## src/rtl/alu.sv

```systemverilog
// Registered 8-bit ALU with a 16-bit result: sixteen commands, one-cycle latency, enable-gated capture.
// Define ALU_DIVIDER_EN to build the DIV command; otherwise DIV returns 0x0000.
module alu (
  input  logic        clk,
  input  logic        rst_n,
  input  logic [7:0]  a,
  input  logic [7:0]  b,
  input  logic [3:0]  command,
  input  logic        en,
  output logic [15:0] out
);

  typedef enum logic [3:0] {
    CMD_ADD  = 4'd0,
    CMD_INC  = 4'd1,
    CMD_SUB  = 4'd2,
    CMD_DEC  = 4'd3,
    CMD_MUL  = 4'd4,
    CMD_DIV  = 4'd5,
    CMD_SHL  = 4'd6,
    CMD_SHR  = 4'd7,
    CMD_AND  = 4'd8,
    CMD_OR   = 4'd9,
    CMD_INV  = 4'd10,
    CMD_NAND = 4'd11,
    CMD_NOR  = 4'd12,
    CMD_XOR  = 4'd13,
    CMD_XNOR = 4'd14,
    CMD_BUF  = 4'd15
  } cmd_e;

  cmd_e        cmd;
  logic [15:0] a_ext;
  logic [15:0] b_ext;
  logic [15:0] div_res;
  logic [15:0] result;
  logic [15:0] out_d;
  logic [15:0] out_q;

  assign cmd   = cmd_e'(command);
  assign a_ext = {8'h00, a};
  assign b_ext = {8'h00, b};

`ifdef ALU_DIVIDER_EN
  logic [7:0] quot;

  // Divisor is forced nonzero in the b=0 case so the divider never sees x/0.
  assign quot    = a / ((b == 8'd0) ? 8'd1 : b);
  assign div_res = (b == 8'd0) ? 16'hFFFF : {8'h00, quot};
`else
  assign div_res = 16'h0000;
`endif

  always_comb begin
    result = 16'h0000;
    case (cmd)
      CMD_ADD:  result = a_ext + b_ext;
      CMD_INC:  result = a_ext + 16'd1;
      CMD_SUB:  result = a_ext - b_ext;
      CMD_DEC:  result = a_ext - 16'd1;
      CMD_MUL:  result = a_ext * b_ext;
      CMD_DIV:  result = div_res;
      CMD_SHL:  result = {7'b0, a, 1'b0};
      CMD_SHR:  result = {9'b0, a[7:1]};
      CMD_AND:  result = {8'h00, a & b};
      CMD_OR:   result = {8'h00, a | b};
      CMD_INV:  result = {8'h00, ~a};
      CMD_NAND: result = {8'h00, ~(a & b)};
      CMD_NOR:  result = {8'h00, ~(a | b)};
      CMD_XOR:  result = {8'h00, a ^ b};
      CMD_XNOR: result = {8'h00, ~(a ^ b)};
      CMD_BUF:  result = a_ext;
      default:  result = 16'h0000;
    endcase
  end

  always_comb begin
    out_d = out_q;
    if (en) out_d = result;
  end

  always_ff @(posedge clk or negedge rst_n) begin
    if (!rst_n) out_q <= 16'h0000;
    else        out_q <= out_d;
  end

  assign out = out_q;

endmodule

```

## config.mk

```make
export PLATFORM = sky130hd
export DESIGN_NAME = alu
export DESIGN_NICKNAME = d
export VERILOG_FILES = /design/src/rtl/alu.sv
export SDC_FILE = /design/constraint.sdc
export NUM_CORES = 1
export LEC_CHECK = 0
export BUFFER_PORTS_ARGS = -buffer_cell sky130_fd_sc_hd__buf_4
export CORE_MARGIN = 2
export CORE_UTILIZATION = 45
export CTS_CLUSTER_SIZE = 25
export DETAILED_ROUTE_END_ITERATION = 10
export PLACE_DENSITY = 0.63
export SETUP_SLACK_MARGIN = 0.5
export SYNTH_ARGS = -nofsm -noshare
export SYNTH_HDL_FRONTEND = slang
export SYNTH_SLANG_ARGS = --single-unit
```

## constraint.sdc

```tcl
create_clock -name clk -period 0.95 [get_ports clk]
set_input_delay 0.0475 -clock clk [delete_from_list [all_inputs] [get_ports clk]]
set_output_delay 0.0475 -clock clk [all_outputs]
set_load 0.005 [all_outputs]
```

Yosys cells after proc, flatten, opt, wreduce, memory -nomap -nowiden. Index checks and enable logic that the tools add are counted. W data, S select, Z words.

Flip-flop bits (word level): 16. Input bits: 23. Output and inout port bits: 16.

Add/subtract/negate cells: 4. Multipliers: 1. Equal/unequal tests: 15. Muxes and demuxes: 1. Bitwise operators: 7. Reduce and logical (&&, ||, !) cells: 1.

Operator list (count): $pmux W16 S16 (1); $eq A4 B4 Y1 const B (8); $not A8 Y8 (4); $eq A4 B3 Y1 const B (4); $mul A8 B8 Y16 (1); $add A8 B1 Y9 const B (1); $add A8 B8 Y9 (1); $sub A8 B1 Y9 const B (1); $sub A8 B8 Y9 (1); $and A8 B8 Y8 (1); $eq A4 B2 Y1 const B (2); $or A8 B8 Y8 (1); $xor A8 B8 Y8 (1); $eq A4 B1 Y1 const B (1); $logic_not A4 Y1 (1).

Logic depth before layout (Yosys ltp). Gate-level depths: netlist of run 1.

Depth in word-level cells: 3. Gate-level depth with buffers: 17. Mapped depth without buffers: 17.

Worst setup path before layout of run 1. Ideal clock, no wire load.

Kind: in2reg. Start point: in a[6]. End point: reg out_q[15], in the netlist out[15]. Setup time: 0.068 ns. Arrival time: 3.894 ns. Required time: 0.882 ns. Path slack: -3.012 ns. Cell stages on the path: 16. Path buffers: 1. Path through: clkbuf_1 clkinv_1 nor2_1 fa_1 fa_1 fa_1 inv_1 fa_1 inv_1 ha_1 o21ai_0 a21oi_1 o2111ai_1 a31oi_1 mux2_2 nand3_1.

Longest elaborated chain between the ends: 2. Elaborated cells between the ends (all ways): 4. Those cells by class: 2 x add/sub; 1 x mul; 1 x mux.

RTL lines: from (decl) (line 6) `input logic [7:0] a,`; $mul A8 B8 Y16, or another cell as far along (line 61) `CMD_MUL: result = a_ext * b_ext;`; $pmux W16 S16 (*) (line 56) `case (cmd)`; to (signal assigned) (line 84) `else out_q <= out_d;`; to (decl) (line 38) `logic [15:0] out_q;`.

Mark *: on every way between the ends. The rest lies on a longest branch, timed or not. A chain may end at the register's enable or synchronous reset.

Final worst setup path of run 1.
Start point: in b[4]. End point: reg out_q[15], in the netlist out[15].

Longest elaborated chain between the ends: 2. Elaborated cells between the ends (all ways): 3. Those cells by class: 1 x add/sub; 1 x mul; 1 x mux.

RTL lines: from (decl) (line 7) `input logic [7:0] b,`; $mul A8 B8 Y16 or $sub A8 B8 Y9 (tied branches) (line 61, 59); $pmux W16 S16 (*) (line 56).

Marks and branches as above.

==> impl_metrics.csv, run 1 <==
group,metric,value,unit
synthesis,synth_area_per_cell,7.75,um^2
timing,hold_ws,0.189,ns
global_route,antenna_found_initial,0,
placed_design,routabilityCongestion,0.992,
synthesis,ys_ff_latch,16,
timing,rsz0062_at_grt,"true",
job,max_cap_violations,0,
cells_and_area,diodes,0,
global_route,met1_usage,44.0,%
timing,fin_crit_sh,368,%
synthesis,seq_area_frac_synth,8.39,%
setup_path,cp-start-kind,"input pin",
timing,setup_tns,-33.24,ns
global_route,grt_pass1_wl,28400,um
drt,wl_per_cell,19.1,um
cells_and_area,nets,925,
timing,setup_slack,-2.55,ns
die,die_y,107,um
synthesis,async_reset_ff_share,100,%
synthesis,syn-num-nets,746,
timing,hold_viol,0,
min_path,hp-class,"in -> async",
cells_and_area,regArea,400,um^2
die,start_util,46.2,%
global_route,grt_use_total,32.3,%
timing,worst-slew-pin-transition,0.452,ns
cells_and_area,final_core_utilization,71.0,%
setup_path,cp-end-kind,"flip-flop",
setup_path,slowest_stage,"fa_1",
drt,drc,0,
drt,drtAntennaViolNets,0,
cells_and_area,area_growth,53.6,%
die,rows,37,
placed_design,io_buffer_count,38,
timing,slew_viol_final,0,
global_route,grt_use_met3,2.49,%
global_route,grt-ovfl-total,0,
setup_path,cp_slowest_stage_delay,0.52,ns
global_route,grt_start_max_net_pins,41,
placed_design,dp_hpwl,14400,um
synthesis,synth_top_area_share,18.1,%
global_route,grt.busiest_layer,"met2",
status,outcome,"complete, but fails checks",
setup_path,criticalPathCategory,"in -> reg",
setup_path,critPathRequiredTime,1.14,ns
clock_tree,cts.sinks,16,
setup_path,cp_common_cell,"fa_1",
setup_path,cp_max_fo,4,
cells_and_area,multi_input_area,0.00455,mm^2
synthesis,synth-edff-count,0,
clock_tree,clk_path_buf_depth,2,
synthesis,synth.area.top_cells,"ha_1 (18%), fa_1 (16%), dfrtp_1 (8.4%), nor2_1 (7.2%), inv_1 (5.9%)",
die,fp.coreArea,0.0103,mm^2
synthesis,synthCells,616,
clock_tree,clk_root_buffer_cell,"clkbuf_8",
synthesis,synth_top_area_cell,"ha_1",
drt,vias,5268,
drt,viasPerCell,5.66,
drt,dr.pass1.iters,5,
global_route,use_met2,55.1,%
clock_tree,htree_levels,1,
timing,finalSetupViolCount,16,
cells_and_area,largest_reg_flops,16,
cells_and_area,nFillCells,847,
cells_and_area,drive_above_1_share,43.3,%
setup_path,crit_path_start,"b[4]",
timing,period_minus_slack,3.50,ns
power,cellLeakagePower,3.40,nW
setup_path,critical_path_arrival,3.69,ns
global_route,grt_pass1_vias,5382,
setup_path,cp_cell_sequence,"buf_8 > buf_6 > nand2_4 > fa_1 > fa_1 > inv_1 > fa_1 > inv_1 > fa_1 > inv_2 > ha_4 > o21ai_4 > nor2_4 > o2111ai_2 > a31oi_1 > mux2_2 > nand3_2",
setup_path,reg2reg_from,"out[2]",
clock_tree,cts_tree,"done",
placed_design,dp_slack,-2.97,ns
timing,final.setup_skew,0,ns
drt,wirelength,17800,um
synthesis,syn_area,0.00477,mm^2
synthesis,ys.flop_type,"dfrtp_1",
die,die_w,107,um
timing,worst_slew_margin_rel,69.9,%
clock_tree,cts_buffers,3,
die,num_io_pins,39,
clock_tree,clkTransAtPathRegs,0.06,ns
status,violations,"negative setup slack",
die,dieArea,0.0114,mm^2
synthesis,yosysUniqueCellTypes,70,
power,ir_drop,1.55,mV
clock_tree,clock_latency,0.25,ns
drt,drt_iter0_drc,350,
synthesis,yosysWarningCount,0,
timing,max_freq,286,MHz
power,powerDensity,1370,mW/mm^2
synthesized netlist by cell type (3+ instances only):
cell type	instances
a31oi_1	8
nand2b_1	9
fa_1	38
o22ai_1	9
a22oi_1	4
o21ai_0	26
a32oi_1	6
inv_1	75
nor2b_1	9
nor2_1	92
nand3_1	13
a221oi_1	5
xnor2_1	11
o31ai_1	3
nor3_1	5
ha_1	69
o221ai_1	5
a22o_1	3
a21oi_1	28
o21bai_1	3
o21a_1	5
and3_1	4
clkinv_1	8
mux2_2	6
a211oi_1	6
clkbuf_1	9
o211ai_1	7
a2bb2oi_1	4
and2_1	4
a21o_1	5
xor2_1	6
buf_2	14
o2bb2ai_1	4
mux2i_1	7
or3_1	3
dfrtp_1	16
nand2_1	41
cell families after synthesis:
kind of cell             Yosys count  synth area share [%]
multiplexers                      13                  2.88
flip-flops                        16                  8.39
AO/OA/AOI/OAI                    158                  23.8
adder cells (fa/ha/maj)          107                  34.0
XOR/XNOR                          17                  3.12
AND/OR/NAND/NOR                  193                  18.3
buffers and inverters            112                  9.49
worst paths after layout:
path | end | slack (ns) | cells after the start
max reg2reg | out[2] | 0.11 | 2
max | out[15] | -2.55 | 17
min in group clk | out[11] | 0.35 | 3
min reg2reg | out[15] | 0.54 | 2
max in group asynchronous | out[13] | 0.58 | 2
min | out[1] | 0.19 | 2
routing by layer:
layer,wire length [um],share of wire [%],vias up
li1,-,-,2517
met1,7970,45,2558
met4,490,2.8,0
met3,783,4.4,32
met5,0,0,-
met2,8520,48,161
timing repair:
item,in CTS,in global routing
endpoints found under the setup margin,32,32
hold buffers,1,0
hold endpoints to repair,16,0
pin swaps,66,18
buffers inserted,10,1
resized for setup,137,16
layout make-up:
type                       instances  share of cell area, %
multi-input combinational        488                   62.0
timing repair buffer             202                   24.0
sequential                        16                   5.46
inverter                          84                   5.46
tap                              136                   2.32
clock buffer                       4                  0.751
per-stage QoR:
stage               area, um^2  total power [mW]  instances
floorplan                 5120              5.05        616
global placement          6500              7.39        914
detailed placement        6500              7.52        914
CTS                       7240              9.63        929
global route              7330              10.8        930
finish                    7330              10.1        930
worst max-delay path, delay by kind of cell:
kind            cells  cell delay, ns
compound gates      3            0.39
mux                 1            0.36
fa+ha+maj           5            2.29
simple gates        3            0.28
buf+inv             5            0.33
report_power, final:
part	internal [mW]	switching [mW]	leakage (nW)
Clock	0.368	0.232	0.0288
Sequential	0.781	0.0772	0.199
Combinational	4.30	4.31	3.17
placed cells by master, fill, tap and decap left out, types with 4 or more instances in the layout:
cell / n
buf_4: 152
nor2_1: 69
inv_1: 56
ha_1: 52
buf_6: 40
nand2_1: 33
fa_1: 33
a21oi_1: 22
o21ai_0: 17
dfrtp_1: 16
nor2_4: 14
ha_4: 14
inv_2: 12
nand3_1: 11
nor2_2: 9
xnor2_1: 9
nand2_2: 8
nor2b_1: 8
a31oi_1: 8
nand2b_1: 7
o211ai_1: 7
o22ai_1: 7
mux2i_1: 7
a21oi_2: 6
clkinvlp_4: 5
o21a_1: 5
a21o_1: 5
xor2_1: 5
o221ai_1: 5
mux2_2: 5
fa_2: 5
buf_8: 5
and2_1: 4
o21ai_1: 4
nor3_1: 4
and3_1: 4
o2bb2ai_1: 4
clkbuf_8: 4
buf_12: 4
(Power assumes the default switching activity.)
==> run 2: changes to the inputs <==
- ABC_AREA: unset -> 1
==> run 2 against run 1 <==
Against the previous run: highest routed layer unchanged; routed wire length is 6.2% higher; global-route usage fell by 1.1 points; sequential power is 0.5% lower; the run still ends with negative setup slack left; maximum frequency is 5.5% higher; critical endpoint is now out[5].
==> impl_metrics.csv, run 2 <==
group,metric,value,unit
status,outcome,"complete, but fails checks",
status,violations,"negative setup slack",
drt,wirelength,18900,um
cells_and_area,fin_area,0.00751,mm^2
setup_path,criticalPathCategory,"in -> reg",
drt,drtAntennaViolNets,0,
timing,max_freq,302,MHz
timing,fin_crit_sh,349,%
cells_and_area,nFillCells,846,
cells_and_area,nets,1124,
power,ir_drop,1.83,mV
synthesis,synth.most_common_cell,"nand2_1",
synthesis,synthCells,826,
cells_and_area,multi_input_area,0.00453,mm^2
drt,wl_per_cell,16.6,um
drt,drt_iter0_drc,347,
timing,worst-slew-pin-transition,0.550,ns
global_route,grt_use_total,31.1,%
global_route,grt-ovfl-total,0,
cells_and_area,largest_reg_flops,16,
cells_and_area,final_common_cell,"nand2_1",
cells_and_area,final_cell_mix,"nand2_1 (212), inv_1 (148), buf_4 (137), nor2_1 (56), ha_1 (44)",
global_route,grt_pass1_wl,28300,um
die,num_io_pins,39,
setup_path,cp-end-kind,"flip-flop",
placed_design,post-place-cells,1118,
clock_tree,cts_tree,"done",
power,cellLeakagePower,4.27,nW
placed_design,dp_hpwl,15200,um
die,start_util,45.9,%
setup_path,cp_common_cell,"nor2_1",
clock_tree,clkTransAtPathRegs,0.07,ns
clock_tree,cts_buffers,3,
clock_tree,clk_root_buffer_cell,"clkbuf_8",
setup_path,cp_max_fo,7,
global_route,antenna_found_initial,0,
drt,viasPerCell,5.09,
timing,slew_viol_final,0,
setup_path,critPathRequiredTime,1.10,ns
clock_tree,htree_levels,1,
cells_and_area,final_core_utilization,69.6,%
cells_and_area,drive_above_1_share,36.4,%
setup_path,cp_cell_sequence,"buf_12 > buf_6 > ha_4 > fa_2 > fa_1 > ha_1 > inv_2 > fa_1 > inv_2 > ha_4 > buf_6 > xnor2_4 > nor2_1 > nor2_1 > nand3b_1 > nor2_2 > nand3_2 > nor2_1 > nor2_1",
cells_and_area,diodes,0,
synthesis,seq_area_frac_synth,8.08,%
timing,period_minus_slack,3.31,ns
job,max_cap_violations,0,
global_route,grt_pass1_vias,5735,
setup_path,critical_path_arrival,3.47,ns
synthesis,ys_ff_latch,16,
synthesis,synth_area_per_cell,6.00,um^2
timing,finalSetupViolCount,16,
clock_tree,cts.sinks,16,
drt,drc,0,
timing,hold_ws,0.102,ns
timing,hold_viol,0,
placed_design,routabilityCongestion,0.961,
power,powerDensity,1330,mW/mm^2
die,die_y,109,um
setup_path,cp-start-kind,"input pin",
timing,rsz0062_at_grt,"true",
die,die_w,109,um
synthesis,ys.flop_type,"dfrtp_1",
synthesis,syn-num-nets,956,
synthesis,synth.area.top_cells,"nand2_1 (20%), ha_1 (17%), fa_1 (15%), inv_1 (14%), dfrtp_1 (8.1%)",
synthesis,synth-edff-count,0,
setup_path,cp_slowest_stage_delay,0.52,ns
synthesis,synth_top_area_share,19.8,%
die,rows,38,
die,fp.coreArea,0.0108,mm^2
placed_design,io_buffer_count,38,
clock_tree,clk_path_buf_depth,2,
die,dieArea,0.0119,mm^2
timing,final.setup_skew,0,ns
timing,worst_slew_margin_rel,63.2,%
min_path,hp-class,"in -> reg",
placed_design,placed_cell_area,0.00652,mm^2
synthesis,async_reset_ff_share,100,%
global_route,grt_start_max_net_pins,17,
synthesis,synth_top_area_cell,"nand2_1",
cells_and_area,finalNonFillerCells,1133,
placed_design,dp_slack,-2.69,ns
synthesis,syn_area,0.00496,mm^2
setup_path,slowest_stage,"fa_1",
cells_and_area,area_growth,51.5,%
drt,dr.pass1.iters,5,
cells_and_area,regArea,400,um^2
synthesis,yosysUniqueCellTypes,28,
synthesis,synth_common_cells,"nand2_1 (261), inv_1 (182), nor2_1 (74)",
drt,vias,5768,
timing,setup_slack,-2.36,ns
synthesis,yosysWarningCount,0,
clock_tree,clock_latency,0.26,ns
run 2: kinds of logic (layout without fill, tap and decap cells):
logic type               Yosys count  in the layout  share of synthesized area (%)
AO/OA/AOI/OAI                     70             70                           7.57
XOR/XNOR                           5              5                          0.884
adder cells (fa/ha/maj)          107            107                           32.8
buffers and inverters            206            373                           15.7
flip-flops                        16             16                           8.08
AND/OR/NAND/NOR                  422            422                           35.0
run 2: through the flow:
stage / total power [mW] / setup TNS [ns]
5_1_grt: 10.8 / -31.12
3_5_place_dp: 7.19 / -35.75
6_report: 9.99 / -29.45
3_3_place_gp: 7.03 / -35.05
4_1_cts: 8.39 / -29.68
2_1_floorplan: 4.98 / -28.64
run 2: final timing paths:
| check | start | endpoint | slack (ns) | depth (start not counted) |
|---|---|---|---|---|
| max | b[2] | out[5] | -2.36 | 19 |
| min | en | out[6] | 0.10 | 3 |
| max reg2reg | out[7] | out[7] | 0.06 | 3 |
| min reg2reg | out[11] | out[11] | 0.52 | 2 |
| max in group asynchronous | rst_n | out[5] | 0.58 | 2 |
| min in group asynchronous | rst_n | out[9] | 0.21 | 2 |
run 2: timing repair:
action	CTS	global route
hold buffers	1	0
pin swaps	46	54
setup endpoints to repair	32	48
hold endpoints to repair	16	0
buffers inserted	7	3
gates resized for setup	90	124
run 2: cell type report:
| cell class | count | area share, % |
|---|---|---|
| Multi-Input combinational cell | 604 | 60.3 |
| Timing Repair Buffer | 183 | 21.8 |
| Inverter | 186 | 9.58 |
| Sequential cell | 16 | 5.33 |
| Tap cell | 140 | 2.33 |
| Clock buffer | 4 | 0.733 |
run 2: critical path: cells and delay by family:
family        cells  cell delay, ns
xor+xnor          1            0.13
buf+inv           5            0.46
fa+ha+maj         6            2.12
simple gates      7            0.70
run 2: routing by layer:
layer / vias up / wire (um) / track usage (%)
met5: - / 0 / 0
met4: 0 / 673 / 9.71
met3: 38 / 650 / 3.29
li1: 2846 / - / -
met2: 143 / 9550 / 56.4
met1: 2741 / 7990 / 38.5
run 2: where the power goes:
group	internal, mW	switching, mW	total, mW
combinational	3.92	4.58	8.50
sequential	0.777	0.0773	0.854
clock	0.369	0.261	0.630
